[src/rtl/alu_seq.sv]
// Handshaked W-bit ALU: single-cycle arithmetic/logic ops plus a shift-add multiply,
// with the result and Z/N/C/V flags held in an output register until the consumer takes them.
module alu_seq #(
  parameter  int W  = 8,
  localparam int CW = $clog2(W) + 1
) (
  input  logic         ck,
  input  logic         rst_n,
  input  logic [W-1:0] A,
  input  logic [W-1:0] B,
  input  logic [3:0]   CTR,
  input  logic         in_valid,
  output logic         in_ready,
  output logic [W-1:0] O,
  output logic         Z,
  output logic         N,
  output logic         C,
  output logic         V,
  output logic         out_valid,
  input  logic         out_ready,
  output logic [1:0]   dbg_state
);

  // Handshakes: a transfer happens on a posedge where valid && ready are both high;
  // valid must not depend on ready, and data is only sampled on the transfer edge.
  typedef enum logic [1:0] {IDLE = 2'd0, EXEC = 2'd1, MULT = 2'd2} state_t;

  localparam logic [3:0] OP_ADD = 4'b0000;
  localparam logic [3:0] OP_SUB = 4'b0001;
  localparam logic [3:0] OP_ADC = 4'b0010;
  localparam logic [3:0] OP_MUL = 4'b0011;

  state_t          state;
  logic [W-1:0]    ina, inb, mp;
  logic [3:0]      op;
  logic [2*W-1:0]  acc, mc, acc_step;
  logic [CW-1:0]   cnt;
  logic            cst;

  logic [W:0]      add_w, sub_w;
  logic [W-1:0]    alu_res, fin_res;
  logic            alu_c, alu_v, alu_zok;
  logic            fin_c, fin_v, fin_zok;
  logic            load;

  assign in_ready  = rst_n && (state == IDLE) && (!out_valid || out_ready);
  assign dbg_state = state;
  assign acc_step  = mp[0] ? acc + mc : acc;

  always_comb begin
    add_w   = {1'b0, ina} + {1'b0, inb} + {{W{1'b0}}, (op == OP_ADC) & cst};
    sub_w   = {1'b0, ina} - {1'b0, inb};
    alu_res = '0;
    alu_c   = 1'b0;
    alu_v   = 1'b0;
    alu_zok = 1'b1;
    case (op)
      4'b0000, 4'b0010: begin
        alu_res = add_w[W-1:0];
        alu_c   = add_w[W];
        alu_v   = (ina[W-1] == inb[W-1]) && (add_w[W-1] != ina[W-1]);
      end
      4'b0001: begin
        alu_res = sub_w[W-1:0];
        alu_c   = sub_w[W];
        alu_v   = (ina[W-1] != inb[W-1]) && (sub_w[W-1] != ina[W-1]);
      end
      4'b1000: alu_res = ina & inb;
      4'b1001: alu_res = ina | inb;
      4'b1010: alu_res = ina ^ inb;
      4'b1011: alu_res = ~ina;
      4'b1100: begin alu_res = {1'b0, ina[W-1:1]};      alu_c = ina[0];   end
      4'b1101: begin alu_res = {ina[W-2:0], 1'b0};      alu_c = ina[W-1]; end
      4'b1110: begin alu_res = {ina[0], ina[W-1:1]};    alu_c = ina[0];   end
      4'b1111: begin alu_res = {ina[W-2:0], ina[W-1]};  alu_c = ina[W-1]; end
      // Reserved opcodes complete with a zero result and every flag clear, Z included.
      default: alu_zok = 1'b0;
    endcase
  end

  always_comb begin
    load    = 1'b0;
    fin_res = alu_res;
    fin_c   = alu_c;
    fin_v   = alu_v;
    fin_zok = alu_zok;
    if (state == EXEC && op != OP_MUL) begin
      load = 1'b1;
    end else if (state == MULT && cnt == CW'(1)) begin
      load    = 1'b1;
      fin_res = acc_step[W-1:0];
      fin_c   = |acc_step[2*W-1:W];
      fin_v   = 1'b0;
      fin_zok = 1'b1;
    end
  end

  always_ff @(posedge ck) begin
    if (!rst_n) begin
      state     <= IDLE;
      ina       <= '0;
      inb       <= '0;
      op        <= '0;
      acc       <= '0;
      mc        <= '0;
      mp        <= '0;
      cnt       <= '0;
      cst       <= 1'b0;
      O         <= '0;
      Z         <= 1'b0;
      N         <= 1'b0;
      C         <= 1'b0;
      V         <= 1'b0;
      out_valid <= 1'b0;
    end else begin
      if (out_valid && out_ready) out_valid <= 1'b0;
      case (state)
        IDLE: begin
          if (in_valid && in_ready) begin
            ina   <= A;
            inb   <= B;
            op    <= CTR;
            state <= EXEC;
          end
        end
        EXEC: begin
          if (op == OP_MUL) begin
            acc   <= '0;
            mc    <= {{W{1'b0}}, ina};
            mp    <= inb;
            cnt   <= CW'(W);
            state <= MULT;
          end else begin
            state <= IDLE;
          end
        end
        MULT: begin
          acc <= acc_step;
          mc  <= mc << 1;
          mp  <= mp >> 1;
          cnt <= cnt - CW'(1);
          if (cnt == CW'(1)) state <= IDLE;
        end
        default: state <= IDLE;
      endcase
      // A load on the same edge as a drain wins, so no result is ever dropped.
      if (load) begin
        O         <= fin_res;
        Z         <= fin_zok && (fin_res == '0);
        N         <= fin_res[W-1];
        C         <= fin_c;
        V         <= fin_v;
        cst       <= fin_c;
        out_valid <= 1'b1;
      end
    end
  end

endmodule

[config.mk]
export PLATFORM = sky130hd
export DESIGN_NAME = alu_seq
export DESIGN_NICKNAME = d
export VERILOG_FILES = /design/src/rtl/alu_seq.sv
export SDC_FILE = /design/constraint.sdc
export NUM_CORES = 1
export LEC_CHECK = 0
export CORE_AREA = 2 2 129 131
export DETAILED_ROUTE_END_ITERATION = 6
export DIE_AREA = 0 0 131 133
export PLACE_DENSITY = 0.57
export SYNTH_ARGS = -nofsm -noshare
export SYNTH_HDL_FRONTEND = slang
export SYNTH_SLANG_ARGS = --single-unit
export TNS_END_PERCENT = 10
[constraint.sdc]
create_clock -name ck -period 9.4 [get_ports ck]
set_clock_uncertainty 0.15 [all_clocks]
set_input_delay 2.35 -clock ck [delete_from_list [all_inputs] [get_ports ck]]
set_output_delay 2.35 -clock ck [all_outputs]
set_load 0.005 [all_outputs]
==> results.md <==
- WS Path Type: in -> out
- Post-synth ARST share: 0%
- Gpl congestion: 0.941
- CTS Buffer Depth: 2
- Most used DFF post-synth: dfxtp_1
- Area grow syn2layout: 15.8%
- Total congestion overflow: 0
- Die area: 0.0174 mm²
- Reg-to-Reg End: Z$_SDFFE_PN0P_
- Setup crit start kind: input port
- Routed WL: 16.2 mm
- Max Clk Rate: 142 MHz
- Final setup violation count: 0
- Sequential share of the synthesized area: 28.2%
- Post-CTS resize count: 0
- Pre-antenna DRT Iters: 5
- Top Metal Used: met4
- Syn nets: 814
- First-pass GRT wire length: 25.6 mm
- #FFs+latches synth: 78
- DR vias/cell: 5.36
- Io pins: 40
- Fin. max-slew vios: 0
- Number of inserted diodes: 0
- Post-CTS setup buffer count: 0
- LEAKAGE: 2.25 nW
- H-tree levels: 3
- TNS Setup: 0 ns
- Mapped Cells: 745
- Pin count of the biggest net entering global routing: 66
- CTS Root Cell: clkbuf_16
- Detail Route Antenna Nets: 0
- Final hold vios: 0
- Crit path capture type: primary output
- Number of clock sinks: 78
- Port buffer count: 39
- Worst rel slew slack: 34.8%
- PwrDens: 132 mW/mm²
- RSZ-0062 raised after global routing: no
- WP data arrival: 4.55 ns
- Vias in the first global route: 4721
- Hold EP: O[6]$_SDFFE_PN0P_
- Clk_lat worst skew: 0.34 ns
- Worst hold stages: 2
- Minimum clock period: 7.05 ns
- Nets@finish: 826
- Status: complete, no violations
- Synth Area per Inst: 7.43 µm²
- Area of the core: 0.0162 mm²
- Initial antenna violation count: 0
- Peak supply drop: 0.0923 mV
- Worst-Margin Slew: 0.970 ns
- Hpwl dp: 11.4 mm
- R2R Setup Slk: 4.89 ns
- Initial DRC count: 573
- CTS Buf Count: 9
- M1 WL: 8.16 mm
- CTS tree: done
- R2R cell count: 13
- Routed len/inst: 16.4 µm
- Post-synth EDFFs: 0
- Synth cell types: 69
- Clock transition at the registers of the reported paths: 0.06 ns
- Hold crit path type: reg -> reg
- Site row count: 47
- Routed wl met2: 6.87 mm
- Reg2reg start: op[3]$_SDFFE_PN0P_
- Final Non-Filler Cells: 982
- Share of cells above drive strength 1: 5.38%
- Fin crit share: 75.0%
- Met3 WL post-DR: 844 µm
- DRC viols: 0
- Placed Instances: 966
- HP Start: O[6]$_SDFFE_PN0P_
- CTS Hold Bufs: 0
- Crit-path max FO: 17
- Starting Density: 34.3%
- Warnings from Yosys: 0
- CP Data Required Time: 6.90 ns
- GRT Util Overall: 18.9%
- Via count: 5260
- Max Cap Viol: 0
- Post-synthesis cell area: 0.00554 mm²
- Die Span X: 131 µm
- DIE HEIGHT: 133 µm
## per-layer routing
metal / GRT usage [%] / up-vias
met4: 5.26 / 0
met1: 28.8 / 2431
met3: 3.36 / 20
met5: 0 / -
li1: - / 2653
met2: 26.9 / 156
## cell usage in the layout (no fill, tap or decap), drive strengths merged, types with 13 or more instances in the layout
cell / count
ha: 41
o21ai: 29
a311oi: 17
nor2: 52
clkdlybuf4s50: 39
nand2: 139
clkbuf: 13
a21oi: 80
inv: 37
mux2i: 14
dfxtp: 78
nand3: 29
## cells by family after synthesis
| family | synth area share (%) |
|---|---|
| AND/OR/NAND/NOR | 24.2 |
| AO/OA/AOI/OAI | 24.5 |
| buffers and inverters | 6.30 |
| flip-flops | 28.2 |
| adder cells (fa/ha/maj) | 10.7 |
| multiplexers | 3.55 |
| XOR/XNOR | 2.53 |
## layout make-up
class	count	area, µm²
fill	1716	9760
multi-input combinational	581	3630
sequential	78	1560
timing repair buffer	50	473
tap	220	275
clock buffer	13	270
inverter	37	139
clock inverter	3	65.1
## flip-flops by register name, indices dropped and copies added, names as in the netlist
signal / cells
acc: 16
mc: 16
O: 8
ina: 8
inb: 8
mp: 8
cnt: 4
op: 4
dbg_state: 2
V: 1
Z: 1
cst: 1
out_valid: 1
## per-stage QoR
stage               setup WS [ns]  utilization (%)  instance area, µm²  hold slack [ns]  total power, mW
floorplan                    4.18                -                5540            0.298            0.424
global placement             2.38             37.6                6080            0.290            0.464
detailed placement           2.41             37.6                6080            0.296            0.464
CTS                          2.39             39.7                6410            0.304            0.857
global route                 2.28             39.7                6410            0.315            0.883
finish                       2.35             39.7                6410            0.300            0.849
## worst max path at each step
stage | start | endpoint | depth (start not counted)
floorplan | rst_n | in_ready | 2
global placement | rst_n | in_ready | 5
detailed placement | rst_n | in_ready | 5
CTS | rst_n | in_ready | 5
global route | rst_n | in_ready | 5
finish | rst_n | in_ready | 5
## where the power goes
group,internal [mW],switching (mW)
Clock,0.254,0.137
Combinational,0.0477,0.0636
Sequential,0.337,0.0100
Total,0.639,0.210
## worst max-delay path, cell delays in order
cell	delay, ns
clkdlybuf4s50_1	0.45
buf_4	0.23
inv_2	0.05
nor4_1	0.79
clkdlybuf4s50_1	0.66
## synthesized netlist by cell type (4+ instances only)
master,count,area share (%)
nand2b_1,7,0.79
and3_1,5,0.56
and2_1,7,0.79
inv_1,37,2.5
ha_1,41,9.3
xnor2_1,10,1.6
dfxtp_1,78,28
a211o_1,4,0.63
o21bai_1,7,0.95
nor3_1,11,0.99
a21oi_1,80,7.2
o22ai_1,7,0.79
nor2b_1,11,1.2
mux2i_1,14,2.5
clkbuf_1,32,2.2
a31oi_1,8,0.90
xor2_1,6,0.95
fa_1,4,1.4
o31ai_1,4,0.54
nor2_1,51,3.5
a21boi_0,5,0.68
nand4_1,4,0.45
o211ai_1,9,1.2
a211oi_1,8,1.1
or3_1,6,0.68
nand3_1,29,2.6
buf_2,12,1.1
nor3b_1,4,0.54
a311oi_1,17,2.7
o21a_1,4,0.54
nand2_1,139,9.4
o21ai_0,29,2.6
Power figures use the tool's default switching activity.
